==> src/rtl/ps2_host_rx.sv <==
// rtl/ps2_host_rx.sv - host-side PS/2 receiver with scan-code FIFO
//
// Samples ps2_clk/ps2_dat, deserializes 11-bit frames (start, 8 data LSB
// first, odd parity, stop) and buffers good bytes in a first-word-fall-through
// FIFO. Receive-only; never drives the PS/2 lines.
//
// Ports:
//   Clock, Resetn        system clock, synchronous active-low reset
//   ps2_clk, ps2_dat     asynchronous PS/2 lines
//   rd_en                pop FIFO head (ignored when empty)
//   rx_data              FIFO head byte, 0 when empty
//   rx_valid             FIFO non-empty
//   fifo_count           bytes held
//   parity_err           one-cycle pulse: odd-parity check failed
//   frame_err            one-cycle pulse: stop bit 0 or mid-frame timeout
//   overflow             one-cycle pulse: good byte dropped, FIFO full
//
// Optional feature macro: PS2_RX_BREAK_FILTER_EN
//   When defined, 0xF0 and the byte following it are not pushed, so only
//   make codes reach the FIFO.
module ps2_host_rx #(
  parameter int FIFO_AW        = 4,
  parameter int TIMEOUT_CYCLES = 60
) (
  input  logic               Clock,
  input  logic               Resetn,
  input  logic               ps2_clk,
  input  logic               ps2_dat,
  input  logic               rd_en,
  output logic [7:0]         rx_data,
  output logic               rx_valid,
  output logic [FIFO_AW:0]   fifo_count,
  output logic               parity_err,
  output logic               frame_err,
  output logic               overflow
);

  localparam int         DEPTH = 1 << FIFO_AW;
  localparam logic [7:0] TMO   = 8'(TIMEOUT_CYCLES);

  typedef enum logic [1:0] {S_IDLE, S_DATA, S_PARITY, S_STOP} state_t;

  state_t state, state_next;

  logic clk_m, clk_s, clk_d, dat_m, dat_s;
  logic fe;
  logic [2:0] bit_cnt, bit_cnt_next;
  logic [7:0] shreg, shreg_next;
  logic par_bit, par_next;
  logic [7:0] tmo_cnt, tmo_next;
  logic byte_good, perr_next, ferr_next;
  logic push_req, push_ok, pop, full;

  logic [7:0]         mem [DEPTH];
  logic [FIFO_AW-1:0] wr_ptr, rd_ptr;
  logic [FIFO_AW:0]   count_next;

  assign fe = clk_d & ~clk_s;

  always_ff @(posedge Clock) begin
    if (!Resetn) begin
      clk_m      <= 1'b1;
      clk_s      <= 1'b1;
      clk_d      <= 1'b1;
      dat_m      <= 1'b1;
      dat_s      <= 1'b1;
      state      <= S_IDLE;
      bit_cnt    <= 3'd0;
      shreg      <= 8'h00;
      par_bit    <= 1'b0;
      tmo_cnt    <= 8'h00;
      parity_err <= 1'b0;
      frame_err  <= 1'b0;
    end else begin
      clk_m      <= ps2_clk;
      clk_s      <= clk_m;
      clk_d      <= clk_s;
      dat_m      <= ps2_dat;
      dat_s      <= dat_m;
      state      <= state_next;
      bit_cnt    <= bit_cnt_next;
      shreg      <= shreg_next;
      par_bit    <= par_next;
      tmo_cnt    <= tmo_next;
      parity_err <= perr_next;
      frame_err  <= ferr_next;
    end
  end

  always_comb begin
    state_next   = state;
    bit_cnt_next = bit_cnt;
    shreg_next   = shreg;
    par_next     = par_bit;
    tmo_next     = tmo_cnt + 8'd1;
    byte_good    = 1'b0;
    perr_next    = 1'b0;
    ferr_next    = 1'b0;
    if (fe || state == S_IDLE) tmo_next = 8'h00;
    case (state)
      S_IDLE: begin
        if (fe && !dat_s) begin
          state_next   = S_DATA;
          bit_cnt_next = 3'd0;
          shreg_next   = 8'h00;
        end
      end
      S_DATA: begin
        if (fe) begin
          shreg_next   = {dat_s, shreg[7:1]};
          bit_cnt_next = bit_cnt + 3'd1;
          if (bit_cnt == 3'd7) state_next = S_PARITY;
        end
      end
      S_PARITY: begin
        if (fe) begin
          par_next   = dat_s;
          state_next = S_STOP;
        end
      end
      S_STOP: begin
        if (fe) begin
          state_next = S_IDLE;
          // A bad stop bit masks the parity result.
          if (!dat_s)                     ferr_next = 1'b1;
          else if (!(^{shreg, par_bit}))  perr_next = 1'b1;
          else                            byte_good = 1'b1;
        end
      end
      default: state_next = S_IDLE;
    endcase
    // An edge arriving in the same cycle restarts the count instead.
    if (state != S_IDLE && !fe && tmo_cnt == TMO) begin
      state_next = S_IDLE;
      ferr_next  = 1'b1;
      tmo_next   = 8'h00;
    end
  end

`ifdef PS2_RX_BREAK_FILTER_EN
  logic brk;

  // 0xF0 arms the filter; the next good byte (the break code) disarms it.
  always_ff @(posedge Clock) begin
    if (!Resetn)        brk <= 1'b0;
    else if (byte_good) brk <= brk ? 1'b0 : (shreg == 8'hF0);
  end

  assign push_req = byte_good && !brk && (shreg != 8'hF0);
`else
  assign push_req = byte_good;
`endif

  // fifo_count only reaches 2^FIFO_AW when full, so its MSB is the full flag.
  assign full     = fifo_count[FIFO_AW];
  assign rx_valid = |fifo_count;
  assign pop      = rd_en && rx_valid;
  assign push_ok  = push_req && (!full || pop);
  assign rx_data  = rx_valid ? mem[rd_ptr] : 8'h00;

  always_comb begin
    count_next = fifo_count;
    case ({push_ok, pop})
      2'b10:   count_next = fifo_count + (FIFO_AW+1)'(1);
      2'b01:   count_next = fifo_count - (FIFO_AW+1)'(1);
      default: count_next = fifo_count;
    endcase
  end

  always_ff @(posedge Clock) begin
    if (push_ok) mem[wr_ptr] <= shreg;
  end

  always_ff @(posedge Clock) begin
    if (!Resetn) begin
      wr_ptr     <= '0;
      rd_ptr     <= '0;
      fifo_count <= '0;
      overflow   <= 1'b0;
    end else begin
      overflow   <= push_req && full && !pop;
      fifo_count <= count_next;
      if (push_ok) wr_ptr <= wr_ptr + FIFO_AW'(1);
      if (pop)     rd_ptr <= rd_ptr + FIFO_AW'(1);
    end
  end

endmodule

==> config.mk <==
export PLATFORM = sky130hd
export DESIGN_NAME = ps2_host_rx
export DESIGN_NICKNAME = d
export VERILOG_FILES = /design/src/rtl/ps2_host_rx.sv
export SDC_FILE = /design/constraint.sdc
export NUM_CORES = 1
export LEC_CHECK = 0
export BUFFER_PORTS_ARGS = -buffer_cell sky130_fd_sc_hd__clkbuf_2
export CAP_MARGIN = 30
export CORE_MARGIN = 2
export CORE_UTILIZATION = 45
export CTS_CLUSTER_DIAMETER = 100
export DETAILED_ROUTE_END_ITERATION = 7
export HOLD_SLACK_MARGIN = 0.03
export PLACE_DENSITY_LB_ADDON = 0.05
export SLEW_MARGIN = 40
export SYNTH_ARGS = -nofsm -noshare
export SYNTH_HDL_FRONTEND = slang
export SYNTH_SLANG_ARGS = --single-unit
export TNS_END_PERCENT = 1
==> constraint.sdc <==
create_clock -name Clock -period 4.1 [get_ports Clock]
set_input_delay 0.82 -clock Clock [delete_from_list [all_inputs] [get_ports Clock]]
set_output_delay 0.82 -clock Clock [all_outputs]
set_load 0.005 [all_outputs]
[Yosys cells after proc, flatten, opt, wreduce, memory -nomap -nowiden]
Memories as Yosys holds them, arrays and structs flattened. A register that Yosys moved wholly into a read port is not among the register bits.
Index checks and enable logic that the tools add are counted.
W data, S select, Z words.
Storage, ports and cells
  flip-flop bits (word level): 43
  RAM bits: 128
  input port bits: 5
  output and inout port bits: 17
  logic and storage cells: 90
  memories: 1
Operators by class
  add/sub/neg operators: 6
  equal/unequal tests: 12
  multiplexer cells: 27
  bitwise gates (word level): 3
  reductions and logical operators: 25
Memories
  mem: depth 16, bits a word 8, read ports 1, clocked after Yosys merged registers in 1, write ports 1, RTL line 54  | logic [7:0] mem [DEPTH];
Operators by type and width (number)
  $mux W8: 3
  $pmux W8 S2: 1
  $mux W1: 11
  $mux W2: 5
  $pmux W5 S2: 1
  $reduce_xor A9 Y1: 1
  $add A4 B1 Y4 const B: 2
  $add A8 B1 Y8 const B: 1
  $eq A8 B6 Y1 const B: 1
  $mux W4: 2
  $ne A2 B2 Y1 const B: 4
  $pmux W2 S4: 1
  $logic_and A1 B1 Y1: 7
  $eq A2 B2 Y1 const B: 3
  $mux W3: 2
  $pmux W3 S2: 1
  $reduce_bool A2 Y1: 3
  $add A5 B1 Y5 const B: 1
  $reduce_and A5 Y1: 1
  $reduce_or A5 Y1: 1
  $sub A5 B1 Y5 const B: 1
  $eq A2 B1 Y1 const B: 2
  $logic_not A1 Y1: 4
  $reduce_and A4 Y1: 1
  11 further kinds: 13

[Logic depth before layout (Yosys ltp)]
Gate-level depths: netlist of the first run.
  word-level depth: 8
  mapped depth: 14
  depth with buffers taken out: 13

[Worst setup path before layout of the first run]
OpenSTA, ideal clock, no wires.
  path type: register to register
  start: reg shreg[4]
  end: reg fifo_count[3]
  library setup time: 0.071 ns
  arrival time: 3.018 ns
  data required time: 4.029 ns
  slack: 1.011 ns
  stages on the path, launching flop included: 12
  buffers on the path: 1
  period minus slack after synthesis: 3.089 ns
  cell sequence: dfxtp_1 > xor2_1 > xnor3_1 > mux2_4 > inv_2 > ha_1 > clkbuf_1 > or3b_1 > a21boi_0 > nor3_1 > or3b_1 > a21oi_1
On the way
  word-level cells in the longest chain between the ends: 8
  elaborated cells on any way between the ends: 10
  classes of those cells: eq/ne (2); mux (5); reduce/logical (3)
Ends and longest elaborated chain
  start, declared: RTL line 48  | logic [7:0] shreg, shreg_next;
  start signal, assigned: RTL line 82  | shreg <= shreg_next;
  $reduce_xor A9 Y1 (*): RTL line 126  | else if (!(^{shreg, par_bit})) perr_next = 1'b1;
  $mux W1 (*): RTL line 126
  $mux W1 (*): RTL line 125  | if (!dat_s) ferr_next = 1'b1;
  $mux W1 (*): RTL line 122  | if (fe) begin
  $mux W1 (*): RTL line 100  | case (state)
  $logic_and A1 B1 Y1 (*): RTL line 158  | assign push_ok = push_req && (!full || pop);
  $eq A2 B1 Y1 / $eq A2 B2 Y1 (equally long branches): RTL line 163  | case ({push_ok, pop})
  $pmux W5 S2 / $reduce_bool A2 Y1 (equally long branches)
  end signal, assigned: RTL line 182  | fifo_count <= count_next;
  end, declared: RTL line 32  | output logic [FIFO_AW:0] fifo_count,
Every way passes the cells marked *; elsewhere a longest branch is shown, timed or not.
A chain may end at the register's enable or synchronous reset.

==> impl_metrics.sql, run 1 <==
INSERT INTO impl_metrics (metric_group, metric, value, unit) VALUES
('status', 'outcome', 'finished clean', ''),
('sta', 'unrepaired_setup_endpoints_after_global_routing', 'no', ''),
('cells_and_area', 'num_antenna_cells', '0', ''),
('floorplanning', 'ioPinCount', '22', ''),
('clocking', 'clk_latency', '0.43', 'ns'),
('detailed_routing', 'drc_errors', '0', ''),
('sta', 'layout_min_cycle_time', '3.39', 'ns'),
('clocking', 'ctsHoldBuffers', '0', ''),
('synth', 'post_synthesis_register_bit_count', '175', ''),
('synth', 'synth-edff-count', '128', ''),
('sta', 'hold_viol', '0', ''),
('synth', 'synth_top_area_cell', 'edfxtp_1', ''),
('pwr', 'cellLeakagePower', '2.89', 'nW'),
('synth', 'synthesis.nets', '479', ''),
('critical_path', 'path_class', 'flip-flop to output port', ''),
('floorplanning', 'floorplan.die_area', '17000', 'um2'),
('hold_path', 'holdCritPathClass', 'flip-flop to flip-flop', ''),
('detailed_routing', 'routed_length_per_instance', '20.0', 'um'),
('pwr', 'pwr-share-clk', '0.491', ''),
('flow_run', 'max_cap_viol_count', '0', ''),
('cells_and_area', 'share_of_post_route_cells_with_drive_strength_above_1', '0.237', ''),
('clocking', 'ctsLongestPathBuffers', '2', ''),
('grt', 'groute.usage.overall', '0.187', ''),
('synth', 'synth_top_cells_by_count', 'edfxtp_1 (128), nor2_1 (48), dfxtp_1 (47), mux4_2 (40)', ''),
('pwr', 'comb_power_share', '0.015', ''),
('clocking', 'h-tree-depth', '4', ''),
('clocking', 'cts_sinks', '175', ''),
('critical_path', 'timing.critical_path.to_type', 'output port', ''),
('synth', 'syn_avg_cell_area', '15.7', 'um2'),
('detailed_routing', 'route.antenna.remaining_nets', '0', ''),
('grt', 'grt_first_pass_wirelength', '22.4', 'mm'),
('critical_path', 'worst_ep_required_time', '3.28', 'ns'),
('pwr', 'cellPowerDensity', '458', 'nW/um2'),
('sta', 'worst_hold_margin', '0.408', 'ns'),
('clocking', 'post_cts.repair.setup_buffers', '0', ''),
('grt', 'antenna_violations_before_repair', '0', ''),
('synth', 'synth.area.top_cells', 'edfxtp_1 (54%), dfxtp_1 (13%), mux4_2 (13%)', ''),
('grt', 'grt_remaining_overflow', '0', ''),
('synth', 'synth_top_cell_area_share', '0.536', ''),
('sta', 'slew_headroom', '0.471', ''),
('sta', 'slew_violations', '0', ''),
('sta', 'tightestPinTransition', '0.792', 'ns'),
('synth', 'ys_types', '40', ''),
('pwr', 'cell_internal_pwr', '3.12', 'mW'),
('clocking', 'numCtsBuffers', '17', ''),
('pwr', 'switching_share', '0.183', ''),
('grt', 'first_global_vias', '3862', ''),
('synth', 'seq_area_frac_synth', '0.668', ''),
('sta', 'final_worst_setup_slack', '0.707', 'ns'),
('clocking', 'tritoncts_clock_tree', 'built', ''),
('floorplanning', 'die_w', '130', 'um'),
('synth', 'post_synthesis_cell_area', '7170', 'um2'),
('pwr', 'worst_ir_drop_vdd', '0.000295', 'V'),
('detailed_routing', 'totalWireLength', '14.6', 'mm'),
('placement', 'place_ws', '0.803', 'ns'),
('sta', 'fmax', '295', 'MHz'),
('pwr', 'power.net_switching', '701', 'uW'),
('sta', 'setup-violations-final', '0', ''),
('floorplanning', 'core', '15700', 'um2'),
('sta', 'final.period_utilization', '0.827', ''),
('clocking', 'clock_tree.root_cell', 'clkbuf_16', ''),
('detailed_routing', 'initialDrtViolationCount', '343', ''),
('cells_and_area', 'filler_cell_count', '1296', ''),
('grt', 'grt_start_max_net_pins', '23', ''),
('synth', 'synth_cells', '457', ''),
('placement', 'post-dp-hpwl', '9.34', 'mm'),
('synth', 'ys.flop_type', 'edfxtp_1', ''),
('floorplanning', 'floorplan.rows', '46', ''),
('critical_path', 'timing.critical_path.arrival', '2.57', 'ns'),
('placement', 'place_congestion', '0.789', ''),
('cells_and_area', 'design.final.nets', '524', '');
[worst max-delay path, stage by stage (launching register included)]
cell and delay (ns):
dfxtp_1 0.76, buf_12 0.27, mux4_2 0.32, mux4_2 0.51
and2_1 0.17, clkbuf_2 0.10
[final timing paths]
check,startpoint,to,slack [ns],depth (start not counted)
setup reg to reg,shreg[2]$_SDFFE_PN0P_,fifo_count[3]$_SDFFE_PN0P_,0.80,10
hold / removal,dat_m$_SDFF_PN1_,dat_s$_SDFF_PN1_,0.41,1
hold reg to reg,dat_m$_SDFF_PN1_,dat_s$_SDFF_PN1_,0.41,1
setup / recovery,flip-flop,rx_data[3],0.71,5
[per-stage QoR]
step / utilization / instance area [um2] / std cells / power, mW
2_1_floorplan: - / 7170 / 457 / 1.97
3_3_place_gp: 0.488 / 7670 / 699 / 1.98
3_5_place_dp: 0.488 / 7670 / 699 / 1.98
4_1_cts: 0.532 / 8360 / 731 / 3.86
5_1_grt: 0.532 / 8360 / 731 / 3.92
6_report: 0.532 / 8360 / 731 / 3.82
[cells by family (layout without fill, tap and decap cells)]
family,Yosys count,after routing,synth area share
AOI/OAI and AO/OA,35,35,0.0286
xor gates and xnor gates,18,18,0.0260
adders and majority gates,17,17,0.0297
buffers and inverters,33,91,0.0206
DFF,175,175,0.668
muxes,47,47,0.136
and+or+nand+nor,132,132,0.0911
[power by group through the flow]
stage / combinational, mW / clock (mW) / sequential (mW)
2_1_floorplan: 0.0417 / 0 / 1.92
3_3_place_gp: 0.0569 / 0 / 1.92
3_5_place_dp: 0.0583 / 0 / 1.93
4_1_cts: 0.0584 / 1.91 / 1.89
5_1_grt: 0.0660 / 1.97 / 1.89
6_report: 0.0571 / 1.88 / 1.89
[layer usage]
metal / vias to the layer above / global-route usage / wire length (um)
li1: 1808 / - / -
met1: 1948 / 0.252 / 6530
met2: 67 / 0.304 / 7270
met3: 14 / 0.0410 / 564
met4: 0 / 0.0645 / 225
met5: - / 0 / 0
[sequential cells by signal, indices dropped and copies added (netlist names), named ones only]
register	cells
mem	128
wr_ptr	4
tmo_cnt	8
overflow	1
bit_cnt	3
rd_ptr	4
dat_s	1
shreg	8
fifo_count	5
clk_d	1
state	2
parity_err	1
frame_err	1
clk_m	1
dat_m	1
clk_s	1
par_bit	1
[cell type report]
type / instances / area (um2) / share of cell area
clock buffers: 21 / 450 / 0.0539
clock inverters: 11 / 236 / 0.0283
inverters: 10 / 37.5 / 0.00449
multi-input cells: 249 / 2230 / 0.267
flip-flops and latches: 175 / 4790 / 0.573
well taps: 216 / 270 / 0.0323
repair buffers: 49 / 340 / 0.0407
[placed cells by master (no fill, tap or decap), drive strengths merged, types with 3 or more instances in the layout]
| cell type | netlist | routed |
|---|---|---|
| bufinv | 0 | 7 |
| ha | 17 | 17 |
| nand3 | 8 | 8 |
| xor2 | 11 | 11 |
| nor2 | 48 | 48 |
| edfxtp | 128 | 128 |
| xnor2 | 5 | 5 |
| inv | 10 | 11 |
| mux4 | 40 | 40 |
| nor2b | 10 | 10 |
| o21ai | 7 | 7 |
| a31oi | 8 | 8 |
| buf | 10 | 28 |
| clkbuf | 13 | 42 |
| nand2b | 15 | 15 |
| dfxtp | 47 | 47 |
| mux2i | 5 | 5 |
| nand2 | 17 | 17 |
| a21oi | 12 | 12 |
| nor3 | 10 | 10 |
| a21boi | 3 | 3 |
| and2 | 9 | 9 |
| or3 | 3 | 3 |
| and3 | 4 | 4 |
No activity file was read; power rests on OpenSTA's default activity.
==> run 2: changes to the inputs <==
- ABC_AREA: default -> 1
- clock period: 4.1 -> 3 ns (I/O delays scaled with it)
==> run 2 against run 1 <==
Count of clock-buffer cells in the layout rose by 2. Area after synthesis rose by 2.3%. Core utilization fell by 0.050 points. Sequential power rose by 46%. Clock skew fell by 0.0017 ns. Largest cell class unchanged. Combinational power rose to 32 times the previous value. Final cell count rose by 28%. Worst hold slack got worse by 0.046 ns. Critical path depth rose by 2. Via count rose by 31%.
==> impl_metrics.sql, run 2 <==
INSERT INTO impl_metrics (metric_group, metric, value, unit) VALUES
('floorplanning', 'ioPinCount', '22', ''),
('detailed_routing', 'viasPerCell', '5.35', ''),
('critical_path', 'crit_path_max_fanout', '38', ''),
('clocking', 'clk_latency', '0.42', 'ns'),
('sta', 'layout_min_cycle_time', '2.82', 'ns'),
('detailed_routing', 'drc_errors', '0', ''),
('synth', 'post_synthesis_register_bit_count', '175', ''),
('synth', 'synth_top_cells_by_count', 'edfxtp_1 (128), nor2_1 (115), o21ai_0 (80), nand2_1 (57), dfxtp_1 (47)', ''),
('sta', 'unrepaired_setup_endpoints_after_global_routing', 'no', ''),
('pwr', 'worst_ir_drop_vdd', '0.000637', 'V'),
('cells_and_area', 'top_library_cells_by_usage_in_the_layout_fill_and_taps_aside', 'edfxtp_1 (128), nor2_1 (115), o21ai_0 (80)', ''),
('cells_and_area', 'flip_flop_count_of_the_largest_register_after_layout', '128', ''),
('floorplanning', 'floorplan.die_area', '17300', 'um2'),
('floorplanning', 'die_w', '132', 'um'),
('detailed_routing', 'totalWireLength', '16.6', 'mm'),
('floorplanning', 'floorplan.rows', '46', ''),
('clocking', 'ctsResizeCount', '0', ''),
('pwr', 'report.power.total', '6.72', 'mW'),
('synth', 'synth-edff-count', '128', ''),
('critical_path', 'timing.critical_path.arrival', '2.22', 'ns'),
('cells_and_area', 'design_area', '8440', 'um2'),
('pwr', 'switching_share', '0.320', ''),
('synth', 'syn_avg_cell_area', '11.0', 'um2'),
('synth', 'post_synthesis_cell_area', '7330', 'um2'),
('grt', 'grt_first_pass_wirelength', '26.2', 'mm'),
('synth', 'synth_cells', '664', ''),
('hold_path', 'holdCritPathClass', 'input port to flip-flop', ''),
('clocking', 'ctsLongestPathBuffers', '2', ''),
('floorplanning', 'core', '15900', 'um2'),
('synth', 'ys.flop_type', 'edfxtp_1', ''),
('synth', 'synthesis.nets', '686', ''),
('pwr', 'cellPowerDensity', '797', 'nW/um2'),
('cells_and_area', 'num_antenna_cells', '0', ''),
('pwr', 'pwr-share-clk', '0.324', ''),
('cells_and_area', 'multi_input_area', '2240', 'um2'),
('sta', 'fin_setup_tns', '0', 'ns'),
('critical_path', 'timing.critical_path.from_type', 'flip-flop', ''),
('status', 'outcome', 'finished clean', ''),
('clocking', 'cts_sinks', '175', ''),
('sta', 'slew_violations', '0', ''),
('synth', 'ys_async_sr_fraction', '0', ''),
('grt', 'grt_start_max_net_pins', '65', ''),
('sta', 'hold_viol', '0', ''),
('detailed_routing', 'drt_first_pass_iters', '5', ''),
('placement', 'place_congestion', '0.797', ''),
('grt', 'antenna_violations_before_repair', '0', ''),
('pwr', 'share_seq_of_total_power', '0.408', ''),
('placement', 'detailed_place.area', '7840', 'um2'),
('sta', 'fin_worst_skew', '0.00664', 'ns'),
('clocking', 'tritoncts_clock_tree', 'built', ''),
('cells_and_area', 'design.final.nets', '729', ''),
('clocking', 'clkSlewWorstSetupHoldPaths', '0.06', 'ns'),
('detailed_routing', 'routed_length_per_instance', '17.8', 'um'),
('detailed_routing', 'initialDrtViolationCount', '409', ''),
('flow_run', 'max_cap_viol_count', '0', ''),
('synth', 'synth_top_area_cell', 'edfxtp_1', ''),
('synth', 'synth.area.top_cells', 'edfxtp_1 (52%), dfxtp_1 (13%), nor2_1 (5.9%)', ''),
('clocking', 'h-tree-depth', '4', ''),
('placement', 'quantity_of_i_o_buffers_inserted_on_ports', '21', ''),
('sta', 'setup-violations-final', '0', ''),
('critical_path', 'path_class', 'flip-flop to output port', ''),
('grt', 'groute.usage.overall', '0.198', ''),
('sta', 'tightestPinTransition', '0.629', 'ns'),
('detailed_routing', 'route.vias.total', '5009', ''),
('cells_and_area', 'sequential_cell_area', '4790', 'um2'),
('cells_and_area', 'filler_cell_count', '1443', ''),
('clocking', 'clock_tree.root_cell', 'clkbuf_16', ''),
('sta', 'fmax', '354', 'MHz'),
('clocking', 'ctsHoldBuffers', '0', ''),
('critical_path', 'worst_ep_required_time', '2.40', 'ns'),
('cells_and_area', 'biggestRegsByFlops', 'mem (128), shreg (8), tmo_cnt (8)', ''),
('detailed_routing', 'route.antenna.remaining_nets', '0', ''),
('cells_and_area', 'most_common_cell_after_layout_fill_and_taps_aside', 'edfxtp_1', ''),
('cells_and_area', 'utilization', '0.531', ''),
('pwr', 'power.net_switching', '2.15', 'mW'),
('cells_and_area', 'share_of_post_route_cells_with_drive_strength_above_1', '0.154', ''),
('critical_path', 'timing.critical_path.to_type', 'output port', ''),
('grt', 'grt_remaining_overflow', '0', ''),
('synth', 'seq_area_frac_synth', '0.653', ''),
('clocking', 'numCtsBuffers', '17', ''),
('clocking', 'post_cts.repair.setup_buffers', '0', ''),
('synth', 'ys_types', '37', ''),
('cells_and_area', 'largest_register', 'mem', ''),
('floorplanning', 'start_util', '0.461', ''),
('placement', 'post-dp-hpwl', '10.8', 'mm'),
('sta', 'slew_headroom', '0.580', ''),
('pwr', 'cellLeakagePower', '3.15', 'nW'),
('pwr', 'comb_power_share', '0.268', ''),
('pwr', 'cell_internal_pwr', '4.57', 'mW'),
('synth', 'synth_top_cell_area_share', '0.524', ''),
('floorplanning', 'dieHeight', '132', 'um'),
('synth', 'synth.yosys.warnings', '0', ''),
('sta', 'final.period_utilization', '0.942', ''),
('cells_and_area', 'synthToLayoutAreaGrowth', '15.1', '%'),
('grt', 'first_global_vias', '4884', ''),
('synth', 'yosysMostFrequentCell', 'edfxtp_1', '');
run 2: cell count changes in the layout (fill, tap and decap cells not counted), sizes merged, moves of 10 or more:
cell and change:
nor2 +69, nand2 +47, o22ai +10, nor2b -10, nand3 +25, o221ai +22
o21ai +73, a21oi +20, nand2b -15, mux4 -40, inv +37
run 2: kinds of logic (layout without fill, tap and decap cells):
logic type	after synthesis	count (layout)	share of synthesized area
and+or+nand+nor	228	228	0.137
DFF	175	175	0.653
AOI/OAI and AO/OA	156	156	0.125
buffers and inverters	76	132	0.0420
adders and majority gates	17	17	0.0290
xor gates and xnor gates	12	12	0.0143
run 2: cell type report:
class,instances,area share
inverter,48,0.0219
sequential,175,0.567
clock buffer,23,0.0617
multi-input combinational,413,0.265
tap,216,0.0320
timing repair buffer,52,0.0430
clock inverter,9,0.00890
run 2: stage by stage:
step                instances  setup slack (ns)  hold WS, ns
finish                    936             0.175        0.362
global route              936            0.0266        0.350
CTS                       936             0.170        0.343
detailed placement        904             0.276        0.403
global placement          904             0.443        0.398
floorplan                 664             0.568        0.393
run 2: critical path: stages (launching register included):
cell and delay, ns:
dfxtp_2 0.34, inv_2 0.29, buf_12 0.25, o21ai_0 0.10, o221ai_1 0.37, nand3_1 0.13, a21oi_1 0.16, clkbuf_2 0.13
run 2: worst paths after layout:
check                                      startpoint                          to  slack, ns  depth (start not counted)
worst max register to register  shreg[3]$_SDFFE_PN0P_  fifo_count[4]$_SDFFE_PN0P_       0.34                         18
worst max-delay path                        flip-flop                  rx_data[6]       0.18                          7
worst min-delay path                          ps2_dat            dat_m$_SDFF_PN1_       0.36                          2
worst min register to register       dat_m$_SDFF_PN1_            dat_s$_SDFF_PN1_       0.41                          1
run 2: per-layer routing:
metal	part of all wire	GRT usage
met1	0.47	0.268
met2	0.47	0.318
met3	0.038	0.0367
met4	0.022	0.0773
met5	0	0
run 2: power groups by stage:
stage / clock network (mW) / registers [mW] / logic, mW
2_1_floorplan: 0 / 2.78 / 1.16
3_3_place_gp: 0 / 2.79 / 1.75
3_5_place_dp: 0 / 2.80 / 1.80
4_1_cts: 2.20 / 2.75 / 1.80
5_1_grt: 2.30 / 2.76 / 2.00
6_report: 2.18 / 2.75 / 1.80
